==> src/rtl/motor_drive.sv <==
// Dual H-bridge driver: turns registered steering commands into per-wheel direction
// pins and PWM enables, with duty ramping, differential turning and reversal dead-time.
module motor_drive #(
  parameter int unsigned PWM_PERIOD   = 1000,
  parameter int unsigned DUTY_FULL    = 800,
  parameter int unsigned DUTY_TURN    = 300,
  parameter int unsigned RAMP_STEP    = 20,
  parameter int unsigned DEAD_PERIODS = 2
) (
  input  logic clk,
  input  logic start,
  input  logic forward,
  input  logic back,
  input  logic turn_left,
  input  logic turn_right,
  output logic l_in1,
  output logic l_in2,
  output logic r_in1,
  output logic r_in2,
  output logic pwm_l,
  output logic pwm_r,
  output logic moving
);

  localparam int unsigned W  = $clog2(PWM_PERIOD + 1);
  localparam int unsigned DW = (DEAD_PERIODS > 0) ? $clog2(DEAD_PERIODS + 1) : 1;

  localparam logic [W-1:0]  CNT_LAST  = W'(PWM_PERIOD - 1);
  localparam logic [W-1:0]  FULL      = W'(DUTY_FULL);
  localparam logic [W-1:0]  TURN      = W'(DUTY_TURN);
  localparam logic [W:0]    STEP_X    = (W + 1)'(RAMP_STEP);
  localparam logic [DW-1:0] DEAD_INIT = DW'(DEAD_PERIODS);
  localparam logic [DW-1:0] DEAD_ONE  = DW'(1);

  typedef enum logic [1:0] {IDLE, RUN, DRAIN, DEAD} state_e;
  typedef enum logic [1:0] {CMD_STOP, CMD_FWD, CMD_REV} cmd_e;

  logic         fwd_q, back_q, tl_q, tr_q;
  cmd_e         cmd;
  state_e       state;
  cmd_e         dir;
  logic [DW-1:0] dead_cnt;
  logic [1:0]   pins;
  logic [W-1:0] cnt;
  logic         wrap;
  logic [W-1:0] duty_l, duty_r;
  logic [W-1:0] tgt_l, tgt_r;
  logic         duties_zero;

  function automatic logic [1:0] pins_of(input cmd_e c);
    case (c)
      CMD_FWD: pins_of = 2'b10;
      CMD_REV: pins_of = 2'b01;
      default: pins_of = 2'b00;
    endcase
  endfunction

  // Step toward tgt by at most RAMP_STEP; one extra bit keeps the sums from wrapping.
  function automatic logic [W-1:0] ramp(input logic [W-1:0] cur, input logic [W-1:0] tgt);
    logic [W:0] cur_x;
    logic [W:0] tgt_x;
    logic [W:0] up;
    logic [W:0] lim;
    cur_x = {1'b0, cur};
    tgt_x = {1'b0, tgt};
    up    = cur_x + STEP_X;
    lim   = tgt_x + STEP_X;
    ramp  = cur;
    if (cur_x < tgt_x) begin
      ramp = (up > tgt_x) ? tgt : up[W-1:0];
    end else if (cur_x > tgt_x) begin
      ramp = (cur_x < lim) ? tgt : W'(cur_x - STEP_X);
    end
  endfunction

  always_ff @(posedge clk or negedge start) begin
    if (!start) begin
      fwd_q  <= 1'b0;
      back_q <= 1'b0;
      tl_q   <= 1'b0;
      tr_q   <= 1'b0;
    end else begin
      fwd_q  <= forward;
      back_q <= back;
      tl_q   <= turn_left;
      tr_q   <= turn_right;
    end
  end

  always_comb begin
    cmd = CMD_STOP;
    if (fwd_q && !back_q)      cmd = CMD_FWD;
    else if (back_q && !fwd_q) cmd = CMD_REV;
  end

  assign wrap = (cnt == CNT_LAST);

  always_ff @(posedge clk or negedge start) begin
    if (!start)    cnt <= '0;
    else if (wrap) cnt <= '0;
    else           cnt <= cnt + 1'b1;
  end

  // Targets are only live while running in the commanded direction; a pending reversal
  // or stop already ramps toward zero on the wrap where it is first seen.
  always_comb begin
    tgt_l = '0;
    tgt_r = '0;
    if (state == RUN && cmd == dir) begin
      tgt_l = FULL;
      tgt_r = FULL;
      if (tl_q && !tr_q)      tgt_l = TURN;
      else if (tr_q && !tl_q) tgt_r = TURN;
    end
  end

  always_ff @(posedge clk or negedge start) begin
    if (!start) begin
      duty_l <= '0;
      duty_r <= '0;
    end else if (wrap) begin
      duty_l <= ramp(duty_l, tgt_l);
      duty_r <= ramp(duty_r, tgt_r);
    end
  end

  assign duties_zero = (duty_l == '0) && (duty_r == '0);

  always_ff @(posedge clk or negedge start) begin
    if (!start) begin
      pwm_l <= 1'b0;
      pwm_r <= 1'b0;
    end else begin
      pwm_l <= (cnt < duty_l);
      pwm_r <= (cnt < duty_r);
    end
  end

  always_ff @(posedge clk or negedge start) begin
    if (!start) begin
      state    <= IDLE;
      dir      <= CMD_FWD;
      dead_cnt <= '0;
      pins     <= 2'b00;
    end else begin
      case (state)
        IDLE: begin
          pins <= 2'b00;
          if (cmd != CMD_STOP) begin
            state <= RUN;
            dir   <= cmd;
            pins  <= pins_of(cmd);
          end
        end
        RUN: begin
          pins <= pins_of(dir);
          if (wrap) begin
            if (cmd != CMD_STOP && cmd != dir) begin
              state <= DRAIN;
            end else if (cmd == CMD_STOP && duties_zero) begin
              state <= IDLE;
              pins  <= 2'b00;
            end
          end
        end
        DRAIN: begin
          pins <= pins_of(dir);
          if (wrap && duties_zero) begin
            state    <= DEAD;
            dead_cnt <= DEAD_INIT;
            pins     <= 2'b00;
          end
        end
        DEAD: begin
          pins <= 2'b00;
          if (wrap) begin
            if (dead_cnt <= DEAD_ONE) begin
              dead_cnt <= '0;
              if (cmd != CMD_STOP) begin
                state <= RUN;
                dir   <= cmd;
                pins  <= pins_of(cmd);
              end else begin
                state <= IDLE;
              end
            end else begin
              dead_cnt <= dead_cnt - 1'b1;
            end
          end
        end
        default: begin
          state <= IDLE;
          pins  <= 2'b00;
        end
      endcase
    end
  end

  assign l_in1  = pins[1];
  assign l_in2  = pins[0];
  assign r_in1  = pins[1];
  assign r_in2  = pins[0];
  assign moving = (duty_l != '0) || (duty_r != '0);

endmodule
==> config.mk <==
export PLATFORM = sky130hd
export DESIGN_NAME = motor_drive
export DESIGN_NICKNAME = d
export VERILOG_FILES = /design/src/rtl/motor_drive.sv
export SDC_FILE = /design/constraint.sdc
export NUM_CORES = 1
export LEC_CHECK = 0
export CAP_MARGIN = 10
export CORE_MARGIN = 2
export CORE_UTILIZATION = 55
export DETAILED_ROUTE_END_ITERATION = 10
export PLACE_DENSITY_LB_ADDON = 0.25
export SLEW_MARGIN = 20
export SYNTH_ARGS = -nofsm -noshare
export SYNTH_HDL_FRONTEND = slang
export SYNTH_SLANG_ARGS = --single-unit
==> constraint.sdc <==
create_clock -name clk -period 10.9 [get_ports clk]
set_clock_uncertainty 0.15 [all_clocks]
set_input_delay 1.09 -clock clk [delete_from_list [all_inputs] [get_ports clk]]
set_output_delay 1.09 -clock clk [all_outputs]
set_load 0.05 [all_outputs]
; ---- Word level (Yosys, flattened, before mapping)
; Cells that the tools add are included.
[word_totals]
out_inout_bits = 7
wordCells = 121
ff_bits = 44
[classes]
magnitude_cmp = 11
n_reduce_logical = 30
n_mux = 43
n_addsub = 8
eq_ne = 16
[op_table]
columns = cell, count
row1 = $mux 10, 14
row2 = $add 10x5->11 const B, 4
row3 = $mux 2, 22
row4 = $lt 10x10->1, 4
row5 = $gt 11x10->1, 2
row6 = $lt 10x11->1, 2
row7 = $gt 10x10->1, 2
row8 = $logic_not 10->1, 2
row9 = $reduce_bool 10->1, 2
row10 = $sub 10x5->10 const B, 2
row11 = $pmux 2 s2, 4
row12 = $pmux 2 s4, 2
row13 = $add 10x1->10 const B, 1
row14 = $eq 10x10->1 const B, 1
row15 = $ne 2x2->1 const B, 5
row16 = $reduce_bool 2->1, 5
row17 = $logic_and 1x1->1, 9
row18 = $eq 2x2->1 const B, 4
row19 = $eq 2x1->1 const B, 3
row20 = $reduce_and 3->1, 2
row21 = $reduce_and 6->1, 1
row22 = $logic_not 1->1, 4
row23 = $logic_not 2->1, 2
row24 = $reduce_and 2->1, 2
row25 = 7 further kinds, 7

; ---- Longest topological paths before layout
; Gate-level depths: netlist of run 1.
[logic_depth]
word_depth = 12
depth_mapped = 17
depth_no_buf = 15

; ---- Least setup slack after synthesis of run 1
; No wires, ideal clock.
[synth_path]
path_kind = flip-flop to flip-flop
startpoint = reg fwd_q
endpoint = reg duty_r[4]
slack_ns = 6.986
required_time_ns = 10.614
arrival_time_ns = 3.628
path_buffers = 2
path_stages_with_launch = 17
cell_sequence = dfrtp_1 -> inv_1 -> ha_1 -> xor2_1 -> nor3_4 -> clkbuf_1 -> nand3_1 -> ha_1 -> nor2b_1 -> o31ai_1 -> a41oi_1 -> o311ai_0 -> o31ai_1 -> buf_2 -> nor3_1 -> a221oi_1 -> o21ai_0
[synth_via]
elab_chain_len = 12
[synth_rtl]
columns = item, line_no
row1 = "start, declared", 38  ; logic fwd_q, back_q, tl_q, tr_q;
row2 = "start signal, assigned", 83  ; fwd_q <= forward;
row3 = $logic_not 1->1, 93  ; else if (back_q && !fwd_q) cmd = CMD_REV;
row4 = $logic_and 1x1->1, 93
row5 = $mux 2, 93
row6 = $mux 2 *, 92  ; if (fwd_q && !back_q) cmd = CMD_FWD;
row7 = via cmd[1], 39  ; cmd_e cmd;
row8 = $eq 2x2->1 *, 109  ; if (state == RUN && cmd == dir) begin
row9 = $logic_and 1x1->1 *, 109
row10 = $mux 10 *, 109
row11 = $add 10x5->11, 67  ; lim = tgt_x + STEP_X;
row12 = $lt 10x11->1, 72  ; ramp = (cur_x < lim) ? tgt : W'(cur_x - STEP_X);
row13 = $mux 10, 72
row14 = $mux 10, 71  ; end else if (cur_x > tgt_x) begin
row15 = $mux 10, 69  ; if (cur_x < tgt_x) begin
row16 = "end signal, assigned", 123  ; duty_r <= ramp(duty_r, tgt_r);
row17 = "end, declared", 46  ; logic [W-1:0] duty_l, duty_r;
; The timed path passes the listed nets; every way through them passes the cells marked *. The select of a mux whose other input is x is not followed.
; A chain may end at the register's enable or synchronous reset.

; ---- Worst setup path in the final report of run 1
[layout_path]
startpoint = reg fwd_q
endpoint = reg duty_l[6]
[layout_via]
elab_chain_len = 12
[layout_rtl]
columns = item, line_no
row1 = $logic_not 1->1, 93
row2 = $logic_and 1x1->1, 93
row3 = $mux 2, 93
row4 = $mux 2 *, 92
row5 = via cmd[1], 39
row6 = $eq 2x2->1 *, 109
row7 = $logic_and 1x1->1 *, 109
row8 = $mux 10 *, 109
row9 = $add 10x5->11, 67
row10 = $lt 10x11->1, 72
row11 = $mux 10, 72
row12 = $mux 10, 71
row13 = $mux 10, 69
row14 = "end signal, assigned", 122  ; duty_l <= ramp(duty_l, tgt_l);
row15 = "end, declared", 46
; Marks and branches as above.

==> results of run 1 <==
[cells by family (layout without fill, tap and decap cells)]
| group | count (synthesis) | in the layout | synth area share |
|---|---|---|---|
| AND/OR/NAND/NOR | 154 | 154 | 0.205 |
| AO/OA/AOI/OAI | 150 | 150 | 0.263 |
| buffers and inverters | 54 | 53 | 0.0565 |
| adder cells (fa/ha/maj) | 46 | 46 | 0.148 |
| flip-flops | 40 | 40 | 0.257 |
| XOR/XNOR | 23 | 23 | 0.0517 |
| multiplexers | 7 | 7 | 0.0189 |
[per-stage QoR]
step	worst slack, ns	utilization
6_report	6.28	0.608
5_1_grt	6.01	0.608
4_1_cts	6.45	0.608
3_5_place_dp	6.48	0.591
3_3_place_gp	6.61	0.591
2_1_floorplan	6.99	-
[layout make-up]
type                       count  area, um^2  area share
clock buffer                   5        68.8      0.0166
clock inverter                 3        42.5      0.0103
inverter                      32         120      0.0289
multi-input combinational    380        2670       0.644
sequential                    40        1000       0.241
tap                           96         120      0.0289
timing repair buffer          13         123      0.0295
[worst register-to-register path: cells and delay by family, from the launching register on]
kind	cells	cell delay (ns)
flops	1	0.37
xor+xnor	1	0.22
compound gates	6	1.90
fa+ha+maj	2	0.64
simple gates	3	0.89
buf+inv	2	0.37
[layer usage]
layer | share of wire | vias to the layer above
li1 | - | 1751
met1 | 0.43 | 1765
met2 | 0.44 | 220
met3 | 0.092 | 51
met4 | 0.038 | 0
met5 | 0 | -
[worst paths after layout]
check,cells past startpoint,end,start
setup / recovery,14,duty_l[6],fwd_q
max in group asynchronous,1,pwm_r,start
hold reg to reg,1,cnt[0],cnt[0]
min in group asynchronous,1,duty_l[8],start
hold / removal,1,cnt[0],cnt[0]
setup reg to reg,14,duty_l[6],fwd_q
[power breakdown]
group	switching [mW]	leakage, nW	internal, mW	total [mW]
Combinational	0.0704	1.22	0.0362	0.107
Sequential	0.00295	0.525	0.151	0.154
Clock	0.0603	0.0541	0.0679	0.128
Total	0.134	1.80	0.256	0.389
[Yosys cell counts (all sizes together), types with 3 or more instances]
master | number | area (um^2)
o211a | 3 | 30.0
nor2b | 5 | 31.3
and3 | 5 | 31.3
or3 | 5 | 36.3
o22ai | 4 | 25.0
nor4 | 6 | 37.5
xor2 | 5 | 43.8
a311oi | 3 | 26.3
a21boi | 3 | 22.5
dfrtp | 39 | 976
inv | 32 | 120
mux2i | 4 | 40.0
and2 | 3 | 18.8
nand2 | 30 | 113
nor2 | 38 | 143
a21oi | 31 | 155
clkbuf | 17 | 63.8
a211oi | 4 | 30.0
ha | 46 | 576
mux2 | 3 | 33.8
nor3 | 16 | 91.3
a211o | 5 | 43.8
o311ai | 4 | 35.0
o21ai | 36 | 191
nand2b | 8 | 50.1
o31ai | 6 | 45.0
xnor2 | 18 | 158
nand3 | 19 | 95.1
o21a | 11 | 82.6
or2 | 3 | 18.8
o211ai | 4 | 30.0
buf | 5 | 36.3
a31oi | 11 | 68.8
o21bai | 3 | 22.5
nand4 | 4 | 25.0
[flip-flops by register name, summed over array words and instances (netlist names), 2 cells and up]
signal / cells
cnt: 10
duty_r: 8
state: 2
dir: 2
pins: 2
dead_cnt: 2
duty_l: 8
==> results by group, run 1 <==
Pwr
  • Cell area power density: 93.8 nW/um^2
  • Max rail drop VDD: 0.0000707 V
  • Lkg Pwr: 1.80 nW
  • Total power: 0.389 mW

Timing
  • Setup violators final: 0
  • Min Hold Slack: 0.315 ns
  • Fin crit period: 4.62 ns
  • Setup TNS: 0 ns
  • Final Max Slew Viols: 0
  • Slew @ Worst Pin: 1.02 ns
  • Maximum clock frequency: 216 MHz
  • RSZ-0062 raised after global routing: false
  • Final hold vios: 0
  • Slew margin rel.: 0.314
  • Final period util: 0.424

Clock tree
  • CTS resizes: 0
  • CTS buffer count: 5
  • CTS Sinks: 40
  • Number of buffers on the longest clock path: 2
  • Clk_lat worst skew: 0.30 ns
  • Clock-pin slew on the worst setup and hold paths: 0.09 ns
  • H-tree levels: 2
  • CTS tree: yes
  • Root buffer cell: clkbuf_8
  • Hold_buf cts: 0
  • Setup bufs post-CTS: 0

Yosys
  • Synth unique cells: 69
  • Syn avg cell area: 8.22 um^2
  • EDFF count, synth: 0
  • YS warnings: 0
  • Seq cells post-synth: 40
  • Cells after Synth: 474
  • Ys flop type: dfrtp_1
  • Async S/R FF share, synth: 1.00
  • Syn nets: 526
  • Mapped Area: 3900 um^2
  • Post-synthesis sequential area ratio: 0.257

Cells and area
  • Final design area excluding fillers: 4150 um^2
  • Most frequent cells in the layout: ha_1 (46), dfrtp_1 (39), nor2_1 (38), o21ai_0 (34)
  • Share of cells above drive strength 1: 0.0507
  • Fill cells: 636
  • Ant diodes: 0
  • Syn-to-layout area delta: 6.52%
  • Most common cell after layout, fill and taps aside: ha_1
  • NumNets Final: 524
  • Final cell count without fillers: 569

Placement
  • DP Area: 4040 um^2
  • GPL Wtd Cong: 0.971
  • Buffers on Ports: 12
  • Final HPWL DP: 7540 um
  • Cells after DPL: 561

Route
  • Post-route ant nets: 0
  • Vias/cell: 6.66
  • Initial DRT Pass Iterations: 6
  • DRT iter0 DRCs: 452
  • Wire length per cell: 18.4 um
  • Drt total wl: 10,400 um
  • Drt drc: 0
  • Detailed-route via count: 3,787

Worst setup path
  • Worst Path Buf+Inv: 2
  • Critical Path End Type: flip-flop
  • Reg2Reg Setup Slack: 6.28 ns
  • Critical path required time: 10.97 ns
  • Critical Path AT: 4.69 ns
  • Nature of the critical path startpoint: flip-flop
  • CP max stage delay: 0.78 ns
  • Worst path cell trace: inv_1, ha_1, xor2_1, nor3_4, inv_2, ha_1, nor4_1, a21oi_1, o31ai_1, o211ai_1, nand2b_1, o311ai_0, a31oi_1, o21ai_0
  • Slowest cell on crit path: o211ai_1
  • Crit Path Category: flip-flop to flip-flop
  • Crit Path Max Fanout: 20
  • CP dominant cell by count: ha_1
  • Crit path max-delay family: compound AO/OA/AOI/OAI gates

Global routing
  • Met1 Resource Use GR: 0.393
  • Initial antenna violation count: 0
  • GR Util met3: 0.0368
  • Busiest layer in global routing: met2
  • Routing usage on met2: 0.423
  • Largest net degree at the start of global routing: 41
  • Grt total ovfl: 0
  • Vias in the first global route: 3,413
  • GRT Total Usage: 0.277
  • First-pass GRT wire length: 16,900 um

Die
  • Die ar.: 7770 um^2
  • Die width: 88.2 um
  • Initial Util: 0.570
  • Num rows: 30
  • I/O Pins: 13
  • Core box area: 6830 um^2
  • Die Ht: 88.2 um

Worst hold path
  • Hold WC Path Type: flip-flop to flip-flop

Status
  • Status: finished, final reports clean

Job
  • Maxcap violations: 0
Power figures use the tool's default switching activity.
==> inputs of run 2 (changes only) <==
==> constraint.sdc (replaced) <==
create_clock -name clk -period 3.9 [get_ports clk]
set_clock_uncertainty 0.15 [all_clocks]
set_input_delay 0.39 -clock clk [delete_from_list [all_inputs] [get_ports clk]]
set_output_delay 0.39 -clock clk [all_outputs]
set_load 0.05 [all_outputs]
==> results by group, run 2 (synthesis results as in run 1) <==
Status
  • Status: finished, final reports clean

Die
  • Num rows: 30
  • Die Ht: 88.2 um
  • Initial Util: 0.570
  • Core box area: 6830 um^2
  • I/O Pins: 13
  • Die ar.: 7770 um^2
  • Die width: 88.2 um

Cells and area
  • NumNets Final: 544
  • Core Util, Final: 0.632
  • Fill cells: 621
  • Multi-input gate area: 2700 um^2
  • Most frequent cells in the layout: ha_1 (46), dfrtp_1 (39), nor2_1 (38), o21ai_0 (34)
  • Largest register FFs: 10
  • Most common cell after layout, fill and taps aside: ha_1
  • Share of cells above drive strength 1: 0.0974
  • Biggest registers after layout: cnt x10, duty_l x8, duty_r x8
  • Ant diodes: 0
  • Sequential cell area: 1000 um^2
  • Syn-to-layout area delta: 10.8%
  • Largest reg by FF count: cnt

Route
  • Wire length per cell: 17.6 um
  • DRT iter0 DRCs: 351
  • Drt drc: 0
  • Initial DRT Pass Iterations: 5
  • Post-route ant nets: 0
  • Detailed-route via count: 3,785
  • Vias/cell: 6.43
  • Drt total wl: 10,400 um

Timing
  • RSZ-0062 raised after global routing: true
  • Setup TNS: 0 ns
  • Maximum clock frequency: 271 MHz
  • Setup violators final: 0
  • Setup WS post-layout: 0.214 ns
  • Slew @ Worst Pin: 0.934 ns
  • Min Hold Slack: 0.0693 ns
  • Slew margin rel.: 0.377
  • Final Max Slew Viols: 0
  • Final period util: 0.945
  • Final hold vios: 0
  • Fin crit period: 3.69 ns

Global routing
  • Initial antenna violation count: 0
  • Grt total ovfl: 0
  • First-pass GRT wire length: 16,800 um
  • GRT Total Usage: 0.278
  • Vias in the first global route: 3,421
  • Largest net degree at the start of global routing: 41

Pwr
  • Cell area power density: 244 nW/um^2
  • Max rail drop VDD: 0.000297 V
  • Switch share: 0.356
  • Lkg Pwr: 1.89 nW
  • Reg power frac: 0.409
  • NetSw: 0.376 mW
  • Int Pwr: 0.680 mW
  • Combinational share of power: 0.315
  • Clock Power Share: 0.276

Worst setup path
  • Critical Path End Type: flip-flop
  • Crit Path Category: flip-flop to flip-flop
  • Critical path required time: 4.00 ns
  • Critical Path AT: 3.79 ns
  • Nature of the critical path startpoint: flip-flop
  • Crit Path Max Fanout: 6
  • Worst R2R Start: fwd_q
  • R2R Path End: duty_r[6]
  • Reg2Reg Setup Slack: 0.21 ns
  • Reg2reg path depth: 16

Clock tree
  • CTS buffer count: 5
  • Clk_lat worst skew: 0.31 ns
  • Root buffer cell: clkbuf_8
  • CTS Sinks: 40
  • Hold_buf cts: 0
  • CTS tree: yes
  • Clock-pin slew on the worst setup and hold paths: 0.10 ns
  • H-tree levels: 2
  • Number of buffers on the longest clock path: 2

Job
  • Maxcap violations: 0

Placement
  • Buffers on Ports: 12
  • Final HPWL DP: 7810 um
  • GPL Wtd Cong: 0.963
  • Setup WS pre-CTS: 0.216 ns

Worst hold path
  • Hold WC Path Type: input port to asynchronous set/reset pin
run 2: cell count changes in the layout (fill, tap and decap cells not counted), sizes merged:
cell and delta:
clkbuf +1, bufinv -1, buf +20
run 2: power groups by stage:
stage	combinational, mW	sequential, mW	clock [mW]
finish	0.332	0.432	0.291
global route	0.360	0.433	0.314
CTS	0.323	0.431	0.294
detailed placement	0.321	0.439	0
global placement	0.316	0.439	0
floorplan	0.211	0.448	0
run 2: how the worst max path moves through the flow:
stage | slack, ns | from | end
2_1_floorplan | 0.09 | fwd_q | duty_r[4]
3_3_place_gp | 0.26 | fwd_q | duty_l[6]
3_5_place_dp | 0.22 | fwd_q | duty_r[5]
6_report | 0.21 | fwd_q | duty_r[6]
5_1_grt | -0.005 | fwd_q | duty_r[6]
4_1_cts | 0.19 | fwd_q | duty_l[6]
run 2: layout make-up:
class,count,share of cell area
clock buffers,6,0.0168
clock inverters,2,0.00377
inverters,32,0.0278
multi-input cells,380,0.626
flip-flops and latches,40,0.232
well taps,96,0.0278
repair buffers,33,0.0661
run 2: what timing repair did:
action                     CTS  global route
setup buffers                0             0
setup endpoints to repair    0             7
resized for setup            0             6
run 2: per-stage QoR:
stage / power (mW) / area (um^2) / instances
floorplan: 0.659 / 3900 / 474
global placement: 0.755 / 4200 / 581
detailed placement: 0.760 / 4200 / 581
CTS: 1.05 / 4290 / 589
global route: 1.11 / 4320 / 589
finish: 1.06 / 4320 / 589
run 2: critical path, cell delays in order (launching register included):
cell      delay [ns]
dfrtp_1         0.37
inv_1           0.05
ha_1            0.27
xor2_2          0.20
nor3_4          0.20
nand3_1         0.19
buf_4           0.22
inv_1           0.14
ha_1            0.17
inv_1           0.04
a211o_1         0.28
a211oi_1        0.25
a311oi_1        0.09
o21ai_0         0.25
nand2_1         0.23
or4_1           0.44
nand3_1         0.10
run 2: layer usage:
metal	vias up	share of wire	global-route usage	routed length [um]
li1	1788	-	-	-
met1	1820	0.46	0.411	4790
met2	150	0.46	0.418	4720
met3	27	0.056	0.0339	581
met4	0	0.027	0.0978	281
met5	-	0	0	0
==> inputs of run 3 (changes only) <==
--- a/config.mk
+++ b/config.mk
@@ -7,9 +7,8 @@
 export LEC_CHECK = 0
 export CAP_MARGIN = 10
 export CORE_MARGIN = 2
-export CORE_UTILIZATION = 55
+export CORE_UTILIZATION = 30
 export DETAILED_ROUTE_END_ITERATION = 10
-export PLACE_DENSITY_LB_ADDON = 0.25
 export SLEW_MARGIN = 20
 export SYNTH_ARGS = -nofsm -noshare
 export SYNTH_HDL_FRONTEND = slang
==> results by group, run 3 (synthesis results as in run 1) <==
Route
  • Drt total wl: 10,600 um
  • Post-route ant nets: 0
  • Detailed-route via count: 3,716
  • Drt drc: 0
  • DRT iter0 DRCs: 275
  • Initial DRT Pass Iterations: 6
  • Vias/cell: 5.60
  • Wire length per cell: 16.0 um

Timing
  • Final period util: 0.949
  • Setup TNS: 0 ns
  • Fin crit period: 3.70 ns
  • RSZ-0062 raised after global routing: false
  • Slew @ Worst Pin: 0.950 ns
  • Final Max Slew Viols: 0
  • Slew margin rel.: 0.367
  • Maximum clock frequency: 270 MHz
  • Final hold vios: 0
  • Setup violators final: 0

Die
  • Core box area: 12,700 um^2
  • Die ar.: 13,900 um^2
  • Num rows: 41
  • Die width: 118 um
  • Die Ht: 118 um
  • Initial Util: 0.307
  • I/O Pins: 13

Status
  • Status: finished, final reports clean

Worst setup path
  • Worst R2R Start: fwd_q
  • Nature of the critical path startpoint: flip-flop
  • Worst Path Buf+Inv: 5
  • Critical path required time: 3.98 ns
  • Critical Path AT: 3.78 ns
  • Reg2Reg Setup Slack: 0.20 ns
  • Stages on worst setup path: 15
  • Reg2reg path depth: 15
  • Crit Path Category: flip-flop to flip-flop
  • R2R Path End: duty_l[2]
  • Crit Path Max Fanout: 15
  • Worst path cell trace: inv_1, ha_1, xor2_2, nor3_4, buf_6, inv_2, ha_1, or4b_1, o31ai_2, o211ai_1, buf_4, buf_4, a31oi_1, o311ai_0, a21bo_2
  • Crit path max-delay family: compound AO/OA/AOI/OAI gates
  • CP max stage delay: 0.58 ns
  • Slowest cell on crit path: or4b_1
  • Critical Path End Type: flip-flop

Global routing
  • Largest net degree at the start of global routing: 41
  • First-pass GRT wire length: 17,800 um
  • Grt total ovfl: 0
  • GRT Total Usage: 0.155
  • Initial antenna violation count: 0
  • Vias in the first global route: 3,611

Cells and area
  • Biggest registers after layout: cnt x10, duty_l x8, duty_r x8
  • NumNets Final: 542
  • Most common cell after layout, fill and taps aside: ha_1
  • Core Util, Final: 0.357
  • Final cell count without fillers: 663
  • Most frequent cells in the layout: ha_1 (46), dfrtp_1 (39), nor2_1 (37), o21ai_0 (33)
  • Largest reg by FF count: cnt
  • Share of cells above drive strength 1: 0.102
  • Ant diodes: 0
  • Final design area excluding fillers: 4530 um^2
  • Largest register FFs: 10
  • Syn-to-layout area delta: 16.2%

Worst hold path
  • Hold WC Path Type: input port to asynchronous set/reset pin

Clock tree
  • CTS tree: yes
  • CTS Sinks: 40
  • CTS buffer count: 5
  • H-tree levels: 2
  • Number of buffers on the longest clock path: 2
  • Root buffer cell: clkbuf_16
  • Clock-pin slew on the worst setup and hold paths: 0.06 ns
  • Clk_lat worst skew: 0.29 ns

Pwr
  • Max rail drop VDD: 0.000211 V
  • Lkg Pwr: 1.94 nW
  • Total power: 1.36 mW
  • Cell area power density: 301 nW/um^2

Job
  • Maxcap violations: 0

Placement
  • GPL Wtd Cong: 0.949
  • Final HPWL DP: 7900 um
  • Cells after DPL: 654
  • Buffers on Ports: 12
  • DP Area: 4260 um^2
run 3: power by group:
part	total [mW]	internal, mW	switching, mW
Clock	0.602	0.431	0.170
Sequential	0.433	0.424	0.00876
Combinational	0.328	0.127	0.202
run 3: area by class of cell:
type,count,area (um^2)
Clock buffer,5,125
Clock inverter,3,90.1
Fill cell,1293,8150
Inverter,32,120
Multi-Input combinational cell,380,2710
Sequential cell,40,1000
Tap cell,172,215
Timing Repair Buffer,31,262
run 3: worst max path at each step:
stage / from / slack (ns) / endpoint
CTS: fwd_q / 0.11 / duty_l[7]
global route: fwd_q / 0.004 / duty_l[3]
finish: fwd_q / 0.20 / duty_l[2]
detailed placement: fwd_q / 0.15 / duty_l[7]
floorplan: fwd_q / 0.09 / duty_r[4]
global placement: fwd_q / 0.17 / duty_l[6]
run 3: metal layers:
metal | part of all wire | wire length [um] | up-vias | track usage
met2 | 0.46 | 4830 | 144 | 0.250
met1 | 0.46 | 4850 | 1762 | 0.208
met3 | 0.055 | 585 | 31 | 0.0233
met5 | 0 | 0 | - | 0
met4 | 0.031 | 327 | 0 | 0.0625
li1 | - | - | 1779 | -
run 3: stage by stage:
step / setup WS [ns] / hold slack (ns)
6_report: 0.198 / 0.0861
5_1_grt: 0.00359 / 0.189
4_1_cts: 0.107 / 0.142
3_5_place_dp: 0.151 / 0.307
3_3_place_gp: 0.173 / 0.296
2_1_floorplan: 0.0877 / -0.0556
run 3: timing repair:
item	4_1_cts	5_1_grt
resized for setup	0	11
hold buffers	0	0
buffers inserted	0	1
setup endpoints to repair	0	13
